File: src/rtl/muldiv_pkg.sv
// muldiv_pkg: shared types for the HI/LO multiply/divide unit.
//   muldiv_op_t    : request opcode (4-bit; encodings are fixed)
//   muldiv_state_t : control FSM state
//   dwidth()       : 2*WIDTH helper for full-product widths
package muldiv_pkg;

  typedef enum logic [3:0] {
    OP_MTHI  = 4'd0,
    OP_MTLO  = 4'd1,
    OP_MULT  = 4'd2,
    OP_MULTU = 4'd3,
    OP_DIV   = 4'd4,
    OP_DIVU  = 4'd5,
    OP_MADD  = 4'd6,
    OP_MADDU = 4'd7,
    OP_MSUB  = 4'd8,
    OP_MSUBU = 4'd9
  } muldiv_op_t;

  typedef enum logic [1:0] {
    ST_IDLE = 2'd0,
    ST_MUL  = 2'd1,
    ST_DIV  = 2'd2,
    ST_FIX  = 2'd3
  } muldiv_state_t;

  function automatic int dwidth(input int w);
    return 2 * w;
  endfunction

endpackage

File: src/rtl/div_iter.sv
// div_iter: restoring radix-2 divider core on unsigned magnitudes.
//   clk, resetn        : clock, synchronous active-low reset
//   start              : load dividend/divisor, clear remainder
//   abort              : drop the current division
//   step               : perform one iteration (one quotient bit)
//   dividend, divisor  : WIDTH-bit magnitudes
//   quotient, remainder: results, valid after WIDTH steps
//   last               : high while the final step is being taken
module div_iter #(
  parameter int WIDTH = 32
) (
  input  logic             clk,
  input  logic             resetn,
  input  logic             start,
  input  logic             abort,
  input  logic             step,
  input  logic [WIDTH-1:0] dividend,
  input  logic [WIDTH-1:0] divisor,
  output logic [WIDTH-1:0] quotient,
  output logic [WIDTH-1:0] remainder,
  output logic             last
);

  localparam int CW = $clog2(WIDTH + 1);

  logic [WIDTH-1:0] dvs_q;
  logic [CW-1:0]    cnt_q;
  logic [WIDTH:0]   shifted, diff;

  // The quotient register doubles as the dividend shift register.
  assign shifted = {remainder, quotient[WIDTH-1]};
  // remainder < divisor holds between steps, so diff[WIDTH] is a clean borrow.
  assign diff    = shifted - {1'b0, dvs_q};
  assign last    = step && (cnt_q == CW'(WIDTH - 1));

  always_ff @(posedge clk) begin
    if (!resetn) begin
      quotient  <= '0;
      remainder <= '0;
      dvs_q     <= '0;
      cnt_q     <= '0;
    end else if (abort) begin
      cnt_q <= '0;
    end else if (start) begin
      quotient  <= dividend;
      remainder <= '0;
      dvs_q     <= divisor;
      cnt_q     <= '0;
    end else if (step) begin
      if (!diff[WIDTH]) begin
        remainder <= diff[WIDTH-1:0];
        quotient  <= {quotient[WIDTH-2:0], 1'b1};
      end else begin
        remainder <= shifted[WIDTH-1:0];
        quotient  <= {quotient[WIDTH-2:0], 1'b0};
      end
      cnt_q <= cnt_q + 1'b1;
    end
  end

endmodule

File: src/rtl/muldiv_hilo.sv
// muldiv_hilo: HI/LO register pair with multi-cycle multiply/divide engine.
//   clk, resetn         : clock, synchronous active-low reset
//   req_valid/req_ready : request handshake (ready only in IDLE, no flush)
//   req_op, req_a, req_b: opcode and operands, latched at accept
//   flush               : abort in-flight op without touching HI/LO
//   busy                : FSM not idle
//   done                : one-cycle pulse when a multi-cycle result lands
//   hi, lo              : architectural registers
// Optional feature macro: MULDIV_ACC_EN builds MADD/MADDU/MSUB/MSUBU.
// Without it those opcodes are accepted and retire immediately as no-ops.
module muldiv_hilo
  import muldiv_pkg::*;
#(
  parameter int WIDTH   = 32,
  parameter int MUL_LAT = 3
) (
  input  logic             clk,
  input  logic             resetn,
  input  logic             req_valid,
  output logic             req_ready,
  input  muldiv_op_t       req_op,
  input  logic [WIDTH-1:0] req_a,
  input  logic [WIDTH-1:0] req_b,
  input  logic             flush,
  output logic             busy,
  output logic             done,
  output logic [WIDTH-1:0] hi,
  output logic [WIDTH-1:0] lo
);

  localparam int DW = dwidth(WIDTH);
  localparam int CW = $clog2(MUL_LAT + 1);

  muldiv_state_t    state_q;
  logic [CW-1:0]    cnt_q;
  logic [DW-1:0]    prod_q;
  logic [DW-1:0]    mul_res;
  logic [WIDTH-1:0] a_q;
  logic             a_neg_q, q_neg_q, bz_q, done_q;
`ifdef MULDIV_ACC_EN
  muldiv_op_t       op_q;
`endif

  logic             accept, sgn_mul, sgn_div, is_div;
  logic [DW-1:0]    a_ext, b_ext, product;
  logic [WIDTH-1:0] a_mag, b_mag, div_q, div_r, q_fix, r_fix;
  logic             div_last;

  assign req_ready = (state_q == ST_IDLE) && !flush;
  assign busy      = (state_q != ST_IDLE);
  assign done      = done_q;
  assign accept    = req_valid && req_ready;

  assign sgn_mul = (req_op == OP_MULT) || (req_op == OP_MADD) || (req_op == OP_MSUB);
  assign sgn_div = (req_op == OP_DIV);
  assign is_div  = (req_op == OP_DIV) || (req_op == OP_DIVU);

  // Sign/zero extend to 2*WIDTH so one unsigned multiply covers both flavours.
  assign a_ext   = sgn_mul ? {{WIDTH{req_a[WIDTH-1]}}, req_a} : {{WIDTH{1'b0}}, req_a};
  assign b_ext   = sgn_mul ? {{WIDTH{req_b[WIDTH-1]}}, req_b} : {{WIDTH{1'b0}}, req_b};
  assign product = a_ext * b_ext;

  assign a_mag = (sgn_div && req_a[WIDTH-1]) ? -req_a : req_a;
  assign b_mag = (sgn_div && req_b[WIDTH-1]) ? -req_b : req_b;

  div_iter #(.WIDTH(WIDTH)) u_div (
    .clk       (clk),
    .resetn    (resetn),
    .start     (accept && is_div),
    .abort     (flush),
    .step      ((state_q == ST_DIV) && !flush),
    .dividend  (a_mag),
    .divisor   (b_mag),
    .quotient  (div_q),
    .remainder (div_r),
    .last      (div_last)
  );

  // MIN / -1 needs no special case: |MIN| / 1 = MIN, and negating MIN is MIN.
  assign q_fix = q_neg_q ? -div_q : div_q;
  assign r_fix = a_neg_q ? -div_r : div_r;

  // {hi,lo} is stable while busy, so reading it at commit equals reading at accept.
  always_comb begin
    mul_res = prod_q;
`ifdef MULDIV_ACC_EN
    case (op_q)
      OP_MADD, OP_MADDU: mul_res = {hi, lo} + prod_q;
      OP_MSUB, OP_MSUBU: mul_res = {hi, lo} - prod_q;
      default:           mul_res = prod_q;
    endcase
`endif
  end

  always_ff @(posedge clk) begin
    if (!resetn) begin
      state_q <= ST_IDLE;
      cnt_q   <= '0;
      prod_q  <= '0;
      a_q     <= '0;
      a_neg_q <= 1'b0;
      q_neg_q <= 1'b0;
      bz_q    <= 1'b0;
      done_q  <= 1'b0;
      hi      <= '0;
      lo      <= '0;
`ifdef MULDIV_ACC_EN
      op_q    <= OP_MTHI;
`endif
    end else begin
      done_q <= 1'b0;
      if (flush) begin
        state_q <= ST_IDLE;
      end else begin
        case (state_q)
          ST_IDLE: if (accept) begin
            case (req_op)
              OP_MTHI: hi <= req_a;
              OP_MTLO: lo <= req_a;
`ifdef MULDIV_ACC_EN
              OP_MULT, OP_MULTU, OP_MADD, OP_MADDU, OP_MSUB, OP_MSUBU: begin
`else
              OP_MULT, OP_MULTU: begin
`endif
                state_q <= ST_MUL;
                cnt_q   <= CW'(MUL_LAT - 1);
                prod_q  <= product;
`ifdef MULDIV_ACC_EN
                op_q    <= req_op;
`endif
              end
              OP_DIV, OP_DIVU: begin
                state_q <= ST_DIV;
                a_q     <= req_a;
                bz_q    <= (req_b == '0);
                a_neg_q <= sgn_div && req_a[WIDTH-1];
                q_neg_q <= sgn_div && (req_a[WIDTH-1] ^ req_b[WIDTH-1]);
              end
              default: ;
            endcase
          end
          ST_MUL: begin
            if (cnt_q == '0) begin
              {hi, lo} <= mul_res;
              done_q   <= 1'b1;
              state_q  <= ST_IDLE;
            end else begin
              cnt_q <= cnt_q - 1'b1;
            end
          end
          ST_DIV: if (div_last) state_q <= ST_FIX;
          ST_FIX: begin
            if (bz_q) begin
              lo <= '1;
              hi <= a_q;
            end else begin
              lo <= q_fix;
              hi <= r_fix;
            end
            done_q  <= 1'b1;
            state_q <= ST_IDLE;
          end
          default: state_q <= ST_IDLE;
        endcase
      end
    end
  end

endmodule

File: config.mk
export PLATFORM = sky130hd
export DESIGN_NAME = muldiv_hilo
export DESIGN_NICKNAME = d
export VERILOG_FILES = /design/src/rtl/muldiv_pkg.sv /design/src/rtl/div_iter.sv /design/src/rtl/muldiv_hilo.sv
export SDC_FILE = /design/constraint.sdc
export NUM_CORES = 2
export LEC_CHECK = 0
export ABC_CLOCK_PERIOD_IN_PS = 26400
export CORE_MARGIN = 3
export CORE_UTILIZATION = 35
export CTS_BUF_LIST = sky130_fd_sc_hd__clkbuf_16
export DETAILED_ROUTE_END_ITERATION = 10
export GPL_TIMING_DRIVEN = 0
export PLACE_DENSITY_LB_ADDON = 0.08
export SLEW_MARGIN = 15
export SYNTH_ARGS = -nofsm -noshare
export SYNTH_HDL_FRONTEND = slang
export SYNTH_SLANG_ARGS = --single-unit
File: constraint.sdc
create_clock -name clk -period 26.4 [get_ports clk]
set_clock_uncertainty 0.15 [all_clocks]
set_input_delay 5.28 -clock clk [delete_from_list [all_inputs] [get_ports clk]]
set_output_delay 5.28 -clock clk [all_outputs]
set_load 0.05 [all_outputs]
# Yosys cells after proc, flatten, opt, wreduce, memory -nomap -nowiden
# Cells that the tools add are included.
# W data, S select, Z words.
[word_totals]
register_bits = 270
input_bits = 72
output_inout_bits = 67
[classes]
n_addsub = 7
mul = 1
eq_ne = 19
mux = 33
bitwise_logic = 3
reduce_logical = 32
[op_table]
columns = ["op", "count"]
rows = [
  ["$mux W32", 17],
  ["$pmux W32 S3", 2],
  ["$mux W64", 2],
  ["$neg A32 Y32", 4],
  ["$mul A64 B64 Y64", 1],
  ["$sub A33 B32 Y33", 1],
  ["$logic_not A32 Y1", 1],
  ["$reduce_and A5 Y1", 3],
  ["$eq A4 B3 Y1 const B", 3],
  ["$mux W2", 6],
  ["$reduce_and A4 Y1", 3],
  ["$eq A4 B2 Y1 const B", 2],
  ["$logic_and A1 B1 Y1", 8],
  ["$ne A2 B2 Y1 const B", 4],
  ["$pmux W2 S2", 2],
  ["$pmux W2 S4", 1],
  ["$add A6 B1 Y6 const B", 1],
  ["$eq A6 B5 Y1 const B", 1],
  ["$ne A2 B1 Y1 const B", 3],
  ["$reduce_bool A2 Y1", 3],
  ["$reduce_or A2 Y1", 3],
  ["$eq A2 B2 Y1 const B", 2],
  ["$eq A4 B1 Y1 const B", 1],
  ["$eq A4 B4 Y1 const B", 1],
  ["14 further kinds", 20],
]

# Longest topological paths before layout
[logic_depth]
ltp_word = 6
mapped_depth = 38
depth_no_buf = 35

# Modules after synthesis
# A second synthesis with hierarchy kept.
[unflattened]
cells_unflattened = 7206
area_unflattened_um2 = 63244.4
[modules_own_cells]
columns = ["module", "n_inst", "cells_each", "area_per_inst_um2"]
rows = [
  ["muldiv_hilo", 1, 6519, 57373.8],
  ["div_iter", 1, 687, 5870.6],
]

# Worst setup path after synthesis
# OpenSTA, ideal clock, no wires.
[synth_timing]
path_type = "input port to flip-flop"
from = "in req_op[1]"
to = "reg prod_q[57], in the netlist mul_res[57]"
t_arrival_ns = 14.707
required_time_ns = 26.176
setup_slack_ns = 11.469
path_stages = 30
path_cell_list = "or3b_2 a21oi_1 and2_1 clkbuf_1 nand2_1 fa_1 inv_1 fa_1 fa_1 inv_1 fa_1 fa_1 inv_1 fa_1 fa_1 fa_1 fa_1 inv_1 fa_1 inv_1 ha_1 and3_1 nand2_1 or4_1 a211oi_2 nor2_1 o21ai_2 a41oi_1 or4_1 a31oi_1"
[synth_via]
elab_chain_cells = 5
word_cells_on_any_way = 11
cone_classes = "mul (1); eq/ne (4); mux (2); reduce/logical (4)"
[synth_rtl]
columns = ["item", "line", "source"]
rows = [
  ["start: declaration", "muldiv_hilo.sv:21", "input muldiv_op_t req_op,"],
  ["$eq A4 B2 Y1 or $eq A4 B3 Y1 (tied branches)", "muldiv_hilo.sv:54, muldiv_hilo.sv:117", ""],
  ["$logic_or A1 B1 Y1 (2 in series)", "muldiv_hilo.sv:54", "assign sgn_mul = (req_op == OP_MULT) || (req_op == OP_MADD) || (req_op == OP_MSUB);"],
  ["$mux W64, on equally long branches", "muldiv_hilo.sv:59, muldiv_hilo.sv:60", ""],
  ["$mul A64 B64 Y64", "muldiv_hilo.sv:61", "assign product = a_ext * b_ext;"],
  ["end signal: assignment", "muldiv_hilo.sv:127", "prod_q <= product;"],
  ["end: declaration", "muldiv_hilo.sv:36", "logic [DW-1:0] prod_q;"],
]
# Several ways; a longest one is shown, not always the timed one.
# A chain may end at the register's enable or synchronous reset.

# Final worst setup path
[layout_timing]
from = "in req_op[2]"
to = "reg prod_q[57], in the netlist mul_res[57]"
# Same word-level chain as after synthesis.

==> run_results.csv <==
group,metric,value,unit
grt,largest_net_degree_at_the_start_of_global_routing,19,
sta,timing.final.ws_setup,8.57,ns
die,fp.dieH,430,µm
grt,grt_pass1_vias,54900,
sta,fin_tns_setup,0,ns
layout,final_layout_size_suffix_gt1_share,2.30,%
sta,final.period_utilization,67.5,%
yosys,postSynthCellCount,7230,
critical_path,crit_fanout,10,
clock_network,worst_setup_hold_path_clk_slew,0.06,ns
critical_path,rr_worst_depth,14,
clock_network,cts_root_buf,"sky130_fd_sc_hd__clkbuf_16",
clock_network,clock_tree.buffer_depth,3,
yosys,netlist_top_cells_count,"sky130_fd_sc_hd__inv_1, sky130_fd_sc_hd__fa_1, sky130_fd_sc_hd__nand2_1",
die,placementRows,155,
die,placeableCoreArea,0.179,mm²
clock_network,holdBufCountCts,0,
detailed_routing,route.detailed.wl_per_inst,29.2,µm
critical_path,worstSetupStartpointType,"input port",
yosys,postSynthAreaPerCell,8.72,µm²
layout,syn_to_final_growth,8.65,%
layout,utilization,38.3,%
yosys,synth-edff-count,0,
clock_network,cts-buffers-inserted,36,
sta,report.final.setup_viol,0,
detailed_routing,vias,51400,
min_path,hold_depth,2,
clock_network,htreeDepth,2,
die,initial_core_util,35.3,%
sta,timing.final.hold_violations,0,
critical_path,cp_slowest_cell,"sky130_fd_sc_hd__fa_1",
yosys,synth.net_count,9074,
yosys,yosys_warnings,0,
placement,post-place-ws,8.02,ns
grt,grtUsageTotal,31.0,%
yosys,synth_most_common_cell,"sky130_fd_sc_hd__inv_1",
yosys,async_reset_ff_share,0,%
placement,place.detailed.hpwl,243000,µm
critical_path,critPathRequiredTime,26.73,ns
clock_network,cts.sinks,270,
sta,final_period_minus_worst_setup_slack,17.83,ns
detailed_routing,drt_wl_total,286000,µm
clock_network,clock_insertion_delay_worst_skew,0.58,ns
yosys,synth_top_cell_by_area,"sky130_fd_sc_hd__fa_1",
detailed_routing,drtAntennaViolNets,0,
sta,number_of_pins_with_negative_max_slew_slack_in_the_final_report,0,
grt,antenna_found_initial,28,
yosys,yosys.cell_types.count,85,
die,die-width,430,µm
sta,achievable-frequency,56.1,MHz
yosys,yosys_reg_bits,270,
placement,io_buffer_count,104,
yosys,netlist_top_cells_area,"sky130_fd_sc_hd__fa_1, sky130_fd_sc_hd__inv_1, sky130_fd_sc_hd__dfxtp_1",
die,ios,139,
detailed_routing,initialDrtViolationCount,4047,
yosys,synth.cell_area,0.0631,mm²
critical_path,cp-end-kind,"flop",
yosys,synth_top_area_share,45.2,%
placement,place_area,0.0673,mm²
detailed_routing,first_pass_iters,7,
die,floorplan.die_area,0.185,mm²
clock_network,post_cts.resized_instances,0,
flow_run,cap_viol_max_count,0,
detailed_routing,detail_route.vias_per_cell,5.26,
sta,rsz0062_at_grt,"no",
sta,max_slew.worst_pin.slew,1.38,ns
grt,globalRouteOverflowTotal,0,
critical_path,cp_common_cell,"sky130_fd_sc_hd__fa_1",
critical_path,cpPeakStageDelay,0.98,ns
yosys,synth-seq-area-share,8.57,%
placement,place_congestion,0.968,
detailed_routing,drcViolationCount,0,
clock_network,postCtsSetupBuffers,0,
min_path,worst_hold_path_type,"reg2reg",
status,outcome,"complete, no violations",
critical_path,cp.arrival,18.16,ns
yosys,synth_ff_type,"sky130_fd_sc_hd__dfxtp_1",
sta,relative_slew_slack,8.03,%
critical_path,critPathKind,"in2reg",
grt,global_route_wire_length_before_repair,408000,µm
layout,finalNetCount,9226,
clock_network,cts_tree,"yes",
layout,finished_layout_cell_area,0.0685,mm²
==> state kept, by name (all words and copies together) (netlist names) <==
register,count
bz_q,1
a_q,32
lo,32
cnt_q,2
u_div.dvs_q,32
u_div.remainder,32
u_div.quotient,32
done,1
state_q,2
q_neg_q,1
hi,32
mul_res,64
u_div.cnt_q,6
a_neg_q,1
==> worst max-delay path: cells and delay by family <==
kind / cells / cell delay [ns]
and+or+nand+nor: 7 / 2.46
adders and majority gates: 11 / 5.99
AOI/OAI and AO/OA: 5 / 1.47
buffers and inverters: 10 / 2.92
==> worst paths after layout <==
kind	start	to	slack, ns
max	req_op[2]	mul_res[57]$_SDFFE_PN0P_	8.57
max reg2reg	u_div.quotient[31]$_SDFFE_PN0P_	u_div.remainder[29]$_SDFFE_PN0P_	21.54
min reg2reg	a_q[3]$_SDFFE_PN0P_	a_q[3]$_SDFFE_PN0P_	0.30
min	a_q[3]$_SDFFE_PN0P_	a_q[3]$_SDFFE_PN0P_	0.30
==> logic make-up (layout without fill, tap and decap cells) <==
logic type,after synthesis,after routing,synth area share [%]
xor+xnor,244,244,3.39
other cells,0,14,0
fa+ha+maj,1773,1773,52.1
mux,47,47,0.772
flops,270,270,8.57
simple gates,1977,1977,14.2
compound gates,851,851,8.55
buf+inv,2068,2245,12.3
==> per-stage QoR <==
stage | std cells | hold WS (ns)
5_1_grt | 9762 | 0.324
4_1_cts | 9762 | 0.302
2_1_floorplan | 7230 | 0.278
3_3_place_gp | 9689 | 0.289
3_5_place_dp | 9699 | 0.296
6_report | 9776 | 0.303
==> cell type report <==
type | count | area, µm²
clock buffer | 38 | 951
fill | 18800 | 110000
tap | 2355 | 2950
buffer | 428 | 1680
multi-input combinational | 4892 | 49900
sequential | 270 | 5410
timing repair buffer | 114 | 1230
inverter | 1640 | 6160
clock inverter | 25 | 208
antenna | 14 | 35.0
==> layer usage <==
metal | part of all wire, % | vias to the layer above | GRT usage [%]
li1 | - | 22100 | -
met1 | 41 | 27000 | 40.2
met2 | 47 | 1885 | 51.7
met3 | 6.1 | 470 | 4.05
met4 | 5.5 | 6 | 14.0
met5 | 0.012 | - | 0
==> cell usage in the layout, fill, tap and decap left out, types with 11 or more instances in the layout <==
master	count
sky130_fd_sc_hd__clkbuf_1	321
sky130_fd_sc_hd__diode_2	14
sky130_fd_sc_hd__clkbuf_16	38
sky130_fd_sc_hd__a211oi_1	50
sky130_fd_sc_hd__clkbuf_2	44
sky130_fd_sc_hd__nand4_1	30
sky130_fd_sc_hd__nand2_1	1152
sky130_fd_sc_hd__nand3_1	49
sky130_fd_sc_hd__o21a_1	11
sky130_fd_sc_hd__o21bai_1	20
sky130_fd_sc_hd__a21o_1	46
sky130_fd_sc_hd__o21ai_0	184
sky130_fd_sc_hd__o21ai_1	21
sky130_fd_sc_hd__or3_1	25
sky130_fd_sc_hd__nand2b_1	22
sky130_fd_sc_hd__inv_1	1643
sky130_fd_sc_hd__mux2_2	11
sky130_fd_sc_hd__ha_1	347
sky130_fd_sc_hd__o31ai_1	30
sky130_fd_sc_hd__a311oi_1	36
sky130_fd_sc_hd__a21oi_1	279
sky130_fd_sc_hd__clkdlybuf4s50_1	104
sky130_fd_sc_hd__and3_1	35
sky130_fd_sc_hd__o211ai_1	38
sky130_fd_sc_hd__mux2i_1	34
sky130_fd_sc_hd__o221ai_1	25
sky130_fd_sc_hd__nor3_1	37
sky130_fd_sc_hd__nor2_1	199
sky130_fd_sc_hd__or4_1	16
sky130_fd_sc_hd__and2_1	339
sky130_fd_sc_hd__nor2b_1	13
sky130_fd_sc_hd__o41ai_1	13
sky130_fd_sc_hd__xnor2_1	158
sky130_fd_sc_hd__buf_1	52
sky130_fd_sc_hd__xor2_1	86
sky130_fd_sc_hd__a31oi_1	18
sky130_fd_sc_hd__dfxtp_1	270
sky130_fd_sc_hd__fa_1	1425
sky130_fd_sc_hd__nor4_1	13
Power is left out: the tool's default activity adds up to more than one toggle a clock period on the data nets, which glitch-free logic cannot reach.
